[config.mk]
export PLATFORM = sky130hd
export DESIGN_NAME = audio_pwm_ctrl
export DESIGN_NICKNAME = d
export VERILOG_FILES = /design/src/rtl/audio_pwm_pkg.sv /design/src/rtl/audio_sample_fifo.sv /design/src/rtl/audio_pwm_ctrl.sv
export SDC_FILE = /design/constraint.sdc
export NUM_CORES = 1
export LEC_CHECK = 0
export CORE_ASPECT_RATIO = 1.2
export CORE_MARGIN = 1
export CORE_UTILIZATION = 40
export DETAILED_ROUTE_END_ITERATION = 6
export RECOVER_POWER = 50
export SKIP_CTS_REPAIR_TIMING = 1
export SLEW_MARGIN = 25
export SYNTH_ARGS = -nofsm -noshare
export SYNTH_HDL_FRONTEND = slang
export SYNTH_HIERARCHICAL = 1
export SYNTH_SLANG_ARGS = --single-unit
[constraint.sdc]
create_clock -name clk -period 4.6 [get_ports clk]
set_input_delay 0.92 -clock clk [delete_from_list [all_inputs] [get_ports clk]]
set_output_delay 0.92 -clock clk [all_outputs]
set_load 0.05 [all_outputs]
[src/rtl/audio_pwm_pkg.sv]
`default_nettype none
// ============================================================================
// Module   : audio_pwm_pkg
// Brief    : Shared PWM constants and state encoding for audio_pwm_ctrl.
// Revision : 1.0 - initial release
// ============================================================================
package audio_pwm_pkg;

    localparam int W_PWM      = 8;
    localparam int PWM_PERIOD = 256;

    localparam logic [W_PWM-1:0] c_MIDSCALE = 8'h80;

    typedef enum logic [0:0] {
        IDLE = 1'b0,
        RUN  = 1'b1
    } state_t;

endpackage
`default_nettype wire

[src/rtl/audio_sample_fifo.sv]
`default_nettype none
// ============================================================================
// Module   : audio_sample_fifo
// Brief    : Synchronous sample-pair FIFO; rdata shows the head entry so it is
//            valid in the same cycle as pop. Pop on empty / push on full ignored.
// Revision : 1.0 - initial release
// ============================================================================
module audio_sample_fifo #(
    parameter int WIDTH   = 16,
    parameter int DEPTH   = 4,
    parameter int W_LEVEL = $clog2(DEPTH + 1)
) (
    input  logic               clk,
    input  logic               rst_n,
    input  logic               push,
    input  logic [WIDTH-1:0]   wdata,
    input  logic               pop,
    output logic [WIDTH-1:0]   rdata,
    output logic               full,
    output logic               empty,
    output logic [W_LEVEL-1:0] level
);

    localparam int W_PTR = $clog2(DEPTH);

    logic [WIDTH-1:0]   r_mem [DEPTH];
    logic [W_PTR-1:0]   r_wr_ptr;
    logic [W_PTR-1:0]   r_rd_ptr;
    logic [W_LEVEL-1:0] r_count;
    logic               w_do_push;
    logic               w_do_pop;

    assign full      = (r_count == W_LEVEL'(DEPTH));
    assign empty     = (r_count == '0);
    assign level     = r_count;
    assign w_do_push = push && !full;
    assign w_do_pop  = pop && !empty;
    assign rdata     = r_mem[r_rd_ptr];

    // Power-of-two depth lets the pointers wrap by natural overflow.
    always_ff @(posedge clk) begin
        if (!rst_n) begin
            r_wr_ptr <= '0;
            r_rd_ptr <= '0;
            r_count  <= '0;
        end else begin
            if (w_do_push) begin
                r_wr_ptr <= r_wr_ptr + 1'b1;
            end
            if (w_do_pop) begin
                r_rd_ptr <= r_rd_ptr + 1'b1;
            end
            case ({w_do_push, w_do_pop})
                2'b10:   r_count <= r_count + 1'b1;
                2'b01:   r_count <= r_count - 1'b1;
                default: r_count <= r_count;
            endcase
        end
    end

    always_ff @(posedge clk) begin
        if (w_do_push) begin
            r_mem[r_wr_ptr] <= wdata;
        end
    end

endmodule
`default_nettype wire

[src/rtl/audio_pwm_ctrl.sv]
`default_nettype none
// ============================================================================
// Module   : audio_pwm_ctrl
// Brief    : Stereo sample sequencer and dual 8-bit PWM generator. Optional
//            refill interrupt built when AUDIO_PWM_IRQ_EN is defined.
// Revision : 1.0 - initial release
// ============================================================================
module audio_pwm_ctrl
    import audio_pwm_pkg::*;
#(
    parameter int FIFO_DEPTH = 4,
    parameter int W_LEVEL    = $clog2(FIFO_DEPTH + 1)
) (
    input  logic               clk,
    input  logic               rst_n,
    input  logic               cfg_en,
    input  logic [7:0]         cfg_repeat,
    input  logic [W_LEVEL-1:0] cfg_irq_thresh,
    input  logic               wr_vld,
    output logic               wr_rdy,
    input  logic [15:0]        wr_data,
    input  logic               underflow_clr,
    output logic               underflow,
    output logic [W_LEVEL-1:0] fifo_level,
    output logic               irq,
    output logic               audio_l,
    output logic               audio_r
);

    localparam logic [W_PWM-1:0] c_CTR_MAX = W_PWM'(PWM_PERIOD - 1);

    state_t             r_state;
    state_t             w_state_next;
    logic [W_PWM-1:0]   r_ctr;
    logic [W_PWM-1:0]   w_ctr_next;
    logic [7:0]         r_rep;
    logic [7:0]         w_rep_next;
    logic               w_pop_due;
    logic               w_pop_ok;
    logic [W_PWM-1:0]   r_cur_l;
    logic [W_PWM-1:0]   r_cur_r;
    logic               r_underflow;
    logic               r_audio_l;
    logic               r_audio_r;
    logic               w_fifo_full;
    logic               w_fifo_empty;
    logic [15:0]        w_fifo_rdata;
    logic [W_LEVEL-1:0] w_fifo_level;
    logic               w_push;
    logic               w_run;

    // Ready comes from registered occupancy only: a same-cycle pop cannot free a slot.
    assign wr_rdy     = !w_fifo_full;
    assign w_push     = wr_vld && wr_rdy;
    assign w_pop_ok   = w_pop_due && !w_fifo_empty;
    assign fifo_level = w_fifo_level;
    assign underflow  = r_underflow;
    assign audio_l    = r_audio_l;
    assign audio_r    = r_audio_r;
    assign w_run      = (r_state == RUN) && cfg_en;

    audio_sample_fifo #(
        .WIDTH   (16),
        .DEPTH   (FIFO_DEPTH),
        .W_LEVEL (W_LEVEL)
    ) u_fifo (
        .clk   (clk),
        .rst_n (rst_n),
        .push  (w_push),
        .wdata (wr_data),
        .pop   (w_pop_due),
        .rdata (w_fifo_rdata),
        .full  (w_fifo_full),
        .empty (w_fifo_empty),
        .level (w_fifo_level)
    );

    always_ff @(posedge clk) begin
        if (!rst_n) begin
            r_state <= IDLE;
            r_ctr   <= '0;
            r_rep   <= '0;
        end else begin
            r_state <= w_state_next;
            r_ctr   <= w_ctr_next;
            r_rep   <= w_rep_next;
        end
    end

    always_comb begin
        w_state_next = r_state;
        w_ctr_next   = r_ctr;
        w_rep_next   = r_rep;
        w_pop_due    = 1'b0;
        case (r_state)
            IDLE: begin
                w_ctr_next = '0;
                w_rep_next = '0;
                if (cfg_en) begin
                    w_state_next = RUN;
                    w_pop_due    = 1'b1;
                end
            end
            RUN: begin
                if (!cfg_en) begin
                    w_state_next = IDLE;
                    w_ctr_next   = '0;
                    w_rep_next   = '0;
                end else begin
                    w_ctr_next = r_ctr + 1'b1;
                    if (r_ctr == c_CTR_MAX) begin
                        if (r_rep == cfg_repeat) begin
                            w_rep_next = '0;
                            w_pop_due  = 1'b1;
                        end else begin
                            w_rep_next = r_rep + 1'b1;
                        end
                    end
                end
            end
            default: begin
                w_state_next = IDLE;
            end
        endcase
    end

    // A due pop on an empty FIFO keeps the previous samples playing.
    always_ff @(posedge clk) begin
        if (!rst_n) begin
            r_cur_l     <= c_MIDSCALE;
            r_cur_r     <= c_MIDSCALE;
            r_underflow <= 1'b0;
            r_audio_l   <= 1'b0;
            r_audio_r   <= 1'b0;
        end else begin
            if (w_pop_ok) begin
                r_cur_l <= w_fifo_rdata[7:0];
                r_cur_r <= w_fifo_rdata[15:8];
            end
            if (w_pop_due && w_fifo_empty) begin
                r_underflow <= 1'b1;
            end else if (underflow_clr) begin
                r_underflow <= 1'b0;
            end
            r_audio_l <= w_run && (r_ctr < r_cur_l);
            r_audio_r <= w_run && (r_ctr < r_cur_r);
        end
    end

`ifdef AUDIO_PWM_IRQ_EN
    logic r_irq;

    always_ff @(posedge clk) begin
        if (!rst_n) begin
            r_irq <= 1'b0;
        end else begin
            r_irq <= cfg_en && (w_fifo_level <= cfg_irq_thresh);
        end
    end

    assign irq = r_irq;
`else
    logic w_unused_irq_thresh;

    assign w_unused_irq_thresh = ^cfg_irq_thresh;
    assign irq                 = 1'b0;
`endif

endmodule
`default_nettype wire

==> Word level (Yosys, flattened, before mapping) <==
Memory sizes are Yosys's and may differ from the RTL's. A register that Yosys moved wholly into a read port is not among the register bits.
Cells that the tools add are included.
{ "classes": {"n_addsub": 6, "multipliers": 0, "div_mod_pow": 0, "magnitude_cmp": 2, "n_eq_ne": 6, "n_shift": 0, "n_mux": 16, "n_bitwise": 1, "n_reduce_logical": 13} }
{ "op_table": {"columns": ["operator", "count"], "rows": [
  ["$mux W8", 4],
  ["$pmux W8 S2", 2],
  ["$add A8 B1 Y8 const B", 2],
  ["$lt A8 B8 Y1", 2],
  ["$eq A8 B8 Y1", 1],
  ["$eq A8 B8 Y1 const B", 1],
  ["$mux W1", 8],
  ["$logic_and A1 B1 Y1", 7],
  ["$pmux W3 S2", 1],
  ["$add A2 B1 Y2 const B", 2],
  ["$reduce_bool A2 Y1", 2],
  ["$add A3 B1 Y3 const B", 1],
  ["$eq A3 B3 Y1 const B", 1],
  ["$logic_not A1 Y1", 3],
  ["$logic_not A3 Y1", 1],
  ["$ne A3 B2 Y1 const B", 1],
  ["$sub A3 B1 Y3 const B", 1],
  ["$eq A2 B1 Y1 const B", 1],
  ["$eq A2 B2 Y1 const B", 1],
  ["$pmux W1 S2", 1],
  ["$not A1 Y1", 1]
]} }
{ "totals": {"regBits": 27, "latchBits": 0, "ramBits": 64, "romBits": 0, "elab_cells": 54, "memories": 1} }
{ "mem_list": {"columns": ["memory", "words", "word_bits", "rd", "rd_ports_with_merged_regs", "write_ports", "line_no", "rtl"], "rows": [
  ["u_fifo.r_mem", 4, 16, 1, 1, 1, "audio_sample_fifo.sv:26", "logic [WIDTH-1:0] r_mem [DEPTH];"]
]} }

==> Longest topological paths before layout <==
{ "logic_depth": {"ltp_word": 8, "mapped_depth": 12, "mapped_depth_nobuf": 12} }

==> By module <==
Netlist, hierarchy kept.
{ "by_module_without_submodules": {"columns": ["mod", "instances", "cells_each", "area_per_inst_um2"], "rows": [
  ["audio_sample_fifo", 1, 138, 2817.7],
  ["audio_pwm_ctrl", 1, 218, 1925.6]
]} }

==> Worst setup path before layout <==
Ideal clock, no wire load.
{ "synth_path": {"path_kind": "input to register", "from": "in cfg_repeat[6]", "to": "reg u_fifo.r_count[2], in the netlist u_fifo/level[2]", "setup_ns": 0.070, "t_arrival_ns": 3.191, "t_required_ns": 4.530, "setup_slack_ns": 1.339, "stages": 12, "path_buffers": 0, "path_cell_list": "xor2_1 -> nor4_2 -> nand2_2 -> o21ai_0 -> and2_1 -> nor2b_1 -> ha_1 -> inv_1 -> fa_1 -> xor2_1 -> or3_1 -> a21boi_1"} }
{ "synth_via": {"elab_chain_len": 8, "word_cells_on_any_way": 10, "classes_between": "eq/ne (3); mux (5); reduce/logical (2)"} }
{ "synth_lines": {"columns": ["item", "line_no", "rtl"], "rows": [
  ["start, declared", "audio_pwm_ctrl.sv:17", "input logic [7:0] cfg_repeat,"],
  ["$eq A8 B8 Y1 *", "audio_pwm_ctrl.sv:112", "if (r_rep == cfg_repeat) begin"],
  ["$mux W1 *", "audio_pwm_ctrl.sv:112", null],
  ["$mux W1 *", "audio_pwm_ctrl.sv:111", "if (r_ctr == c_CTR_MAX) begin"],
  ["$mux W1 *", "audio_pwm_ctrl.sv:105", "if (!cfg_en) begin"],
  ["$pmux W1 S2 *", "audio_pwm_ctrl.sv:95", "case (r_state)"],
  ["via w_pop_due", "audio_pwm_ctrl.sv:38", "logic w_pop_due;"],
  ["$logic_and A1 B1 Y1 *", "audio_sample_fifo.sv:37", "assign w_do_pop = pop && !empty;"],
  ["via u_fifo.w_do_pop", "audio_sample_fifo.sv:31", "logic w_do_pop;"],
  ["$eq A2 B1 Y1 or $eq A2 B2 Y1 (tied branches)", "audio_sample_fifo.sv:53", "case ({w_do_push, w_do_pop})"],
  ["$pmux W3 S2 or $reduce_bool A2 Y1 (tied branches)", null, null],
  ["end signal, assigned", "audio_sample_fifo.sv:54", "2'b10: r_count <= r_count + 1'b1;"],
  ["end signal, assigned", "audio_sample_fifo.sv:55", "2'b01: r_count <= r_count - 1'b1;"],
  ["end signal, assigned", "audio_sample_fifo.sv:56", "default: r_count <= r_count;"],
  ["end, declared", "audio_sample_fifo.sv:29", "logic [W_LEVEL-1:0] r_count;"]
]} }
Mark *: on every way through the listed nets, which the timed path passes. The rest lies on a longest branch.
A chain may end at the register's enable or synchronous reset.

==> Worst setup path after layout <==
{ "layout_path": {"from": "in cfg_repeat[7]", "to": "reg u_fifo.r_count[2], in the netlist u_fifo/level[2]"} }
Same word-level chain as after synthesis.

==> flow_summary.toml <==
[outcome]
status = "complete, but fails checks"
violations = "max-capacitance violations, max-slew violations"

[global_route]
gr-usage-met1_pct = 17.7
use_met2_pct = 24.6
grt_use_met3_pct = 2.48
grt_pass1_vias = 2669
grt_overflow = 0
grt_busiest_layer = "met2"
grt_usage_pct = 14.6
grt_start_max_net_pins = 45
grt_pass1_wl_um = 13300
antenna_found_initial = 0

[worst_setup_path]
cp-start-kind = "primary input"
crit_fanout = 5
worstSetupPathType = "in -> reg"
arrival_ns = 3.88
required_ns = 4.87
crit_path_end_kind = "register"
rr_startpoint = "r_ctr[1]$_SDFF_PN0_"
reg2reg_depth = 12
r2r_slack_ns = 1.32
rr_endpoint = "u_fifo/level[2]$_SDFFE_PN0P_"

[synthesis]
synthDistinctLibCells = 44
synth.avg_cell_area_um2 = 13.3
synth_top_area_share_pct = 40.5
synth_edf_count = 64
ys_warn_count = 6
netlist_instances = 356
syn-num-nets = 410
seq_area_frac_synth_pct = 59.5
synth_area_leaders = "edfxtp_1 (41%), dfxtp_1 (19%), mux4_2 (7.6%)"
syn-cell-area_um2 = 4740
synthFlopType = "edfxtp_1"
async_reset_ff_share_pct = 0
ys_seq_elements = 109
yosys.area.top_type = "edfxtp_1"

[power_and_ir_drop]
p_leak_nw = 1.95
p_per_area_nw_per_um2 = 470
vdd_drop_max_mv = 0.241
total_power_mw = 2.60

[finish]
finalNonFillerCells = 554
fin_nets = 446
area_delta_synth_final_pct = 16.7
fin_area_um2 = 5540
layout_common_cells = "edfxtp_1 (64), dfxtp_1 (45), nand2_1 (42), dlygate4sd3_1 (23), inv_1 (22)"
mostFrequentLayoutCell = "edfxtp_1"
final_util_pct = 47.9
diodes = 0
drive_above_1_share_pct = 9.82

[cts]
tritoncts = "built"
h-tree-depth = 3
cts_sinks = 109
clk-insertion-delay-late_ns = 0.34
numCtsBuffers = 9
clk_pin_slew_ns = 0.07
cts_max_path_buffers = 2
clockRootBuffer = "clkbuf_16"

[min_path]
hold_depth = 2
hold_path_end = "r_cur_r[6]$_SDFFE_PN0P_"
hp-class = "reg -> reg"
hp-start = "r_cur_r[6]$_SDFFE_PN0P_"

[placed_design]
post-dp-hpwl_um = 5300
place_congestion = 0.764
portBuffers = 35
post-place-ws_ns = 0.592
dp_cells = 538
placed_area_um2 = 5230

[floorplanning]
fp.coreArea_um2 = 11600
fp-row-count = 43
io_pins = 40
initial_core_util_pct = 41.0
dieArea_um2 = 12300
die_h_um = 121
die_x_um = 101

[timing]
setup_slack_ns = 0.990
whs_ns = 0.455
slew-limit-headroom_pct = -15.2
hold_viol = 0
setup-violations-final = 0
period_needed_ns = 3.61
drv_slew = 45
setup_tns_ns = 0
rsz0062_at_grt = "false"
tightestPinTransition_ns = 1.73
finClkSkew_ns = 0.00754
min_period_over_period_pct = 78.5
fmax_ghz = 0.277

[routing]
ant_nets = 0
vias = 2701
wl_per_cell_um = 14.4
drt-initial-drc-count = 98
routed_wl_um = 7970
vias_per_cell = 4.88
first_pass_iters = 4
route.detailed.drc = 0

[flow_run]
max-cap-violations = 1
[per-layer routing]
layer	routed length, µm	up-vias	share of wire, %
met5	0	-	0
met4	167	0	2.1
met3	242	10	3.0
met2	3940	46	49
met1	3630	1307	45
li1	-	1338	-
[layout make-up]
cell class / instances / area, µm²
Fill cell: 1029 / 6030
Clock inverter: 7 / 90.1
Inverter: 23 / 86.3
Timing Repair Buffer: 38 / 369
Sequential cell: 109 / 2820
Clock buffer: 9 / 225
Tap cell: 157 / 196
Multi-Input combinational cell: 211 / 1750
[power breakdown]
group	internal (mW)	switching, mW
Combinational	0.257	0.312
Clock	0.474	0.331
Sequential	1.17	0.0581
Total	1.90	0.701
[kinds of logic after synthesis]
group,after synthesis,share of synthesized area [%]
simple gates,104,11.0
other cells,1,0.0791
flops,109,59.5
mux,34,11.4
xor+xnor,22,4.06
buf+inv,36,3.67
fa+ha+maj,22,5.96
compound gates,28,4.35
[registers in the layout, summed over array words and instances (netlist names), named ones only]
| name | cells |
|---|---|
| audio_l | 1 |
| audio_r | 1 |
| r_ctr | 8 |
| r_cur_l | 8 |
| r_cur_r | 8 |
| r_rep | 8 |
| r_state | 1 |
| u_fifo/level | 3 |
| u_fifo/r_mem | 64 |
| u_fifo/r_rd_ptr | 2 |
| u_fifo/r_wr_ptr | 2 |
| underflow | 1 |
[how the worst max path moves through the flow]
| stage | end | slack (ns) | cells after the start | from |
|---|---|---|---|---|
| after detailed placement | u_fifo/level[2]$_SDFFE_PN0P_ | 0.59 | 13 | cfg_repeat[7] |
| after floorplan | u_fifo/level[2]$_SDFFE_PN0P_ | 1.34 | 12 | cfg_repeat[6] |
| after global routing | u_fifo/level[2]$_SDFFE_PN0P_ | 0.73 | 13 | cfg_repeat[7] |
| after CTS | u_fifo/level[2]$_SDFFE_PN0P_ | 0.95 | 13 | cfg_repeat[7] |
| after global placement | u_fifo/level[2]$_SDFFE_PN0P_ | 0.64 | 13 | cfg_repeat[7] |
| final | u_fifo/level[2]$_SDFFE_PN0P_ | 0.99 | 13 | cfg_repeat[7] |
[synth_stat cells, drive strengths merged (4+ instances only)]
master,number
nor2,18
clkbuf,6
nor2b,9
xor2,13
mux4,16
and2,8
nand2,43
dfxtp,45
inv,23
a21o,4
edfxtp,64
ha,21
nand3,8
xnor2,9
mux2i,18
buf,7
o21ai,8
a211oi,4
[critical path: stages]
cell,delay (ns)
clkdlybuf4s50_1,0.41
xor2_1,0.16
nor4_2,0.31
nand2_2,0.15
o21ai_0,0.25
and2_1,0.21
nor2b_1,0.22
ha_1,0.22
inv_1,0.06
fa_1,0.37
xor2_1,0.16
or3_1,0.30
a21boi_1,0.14
(Power assumes the default switching activity.)
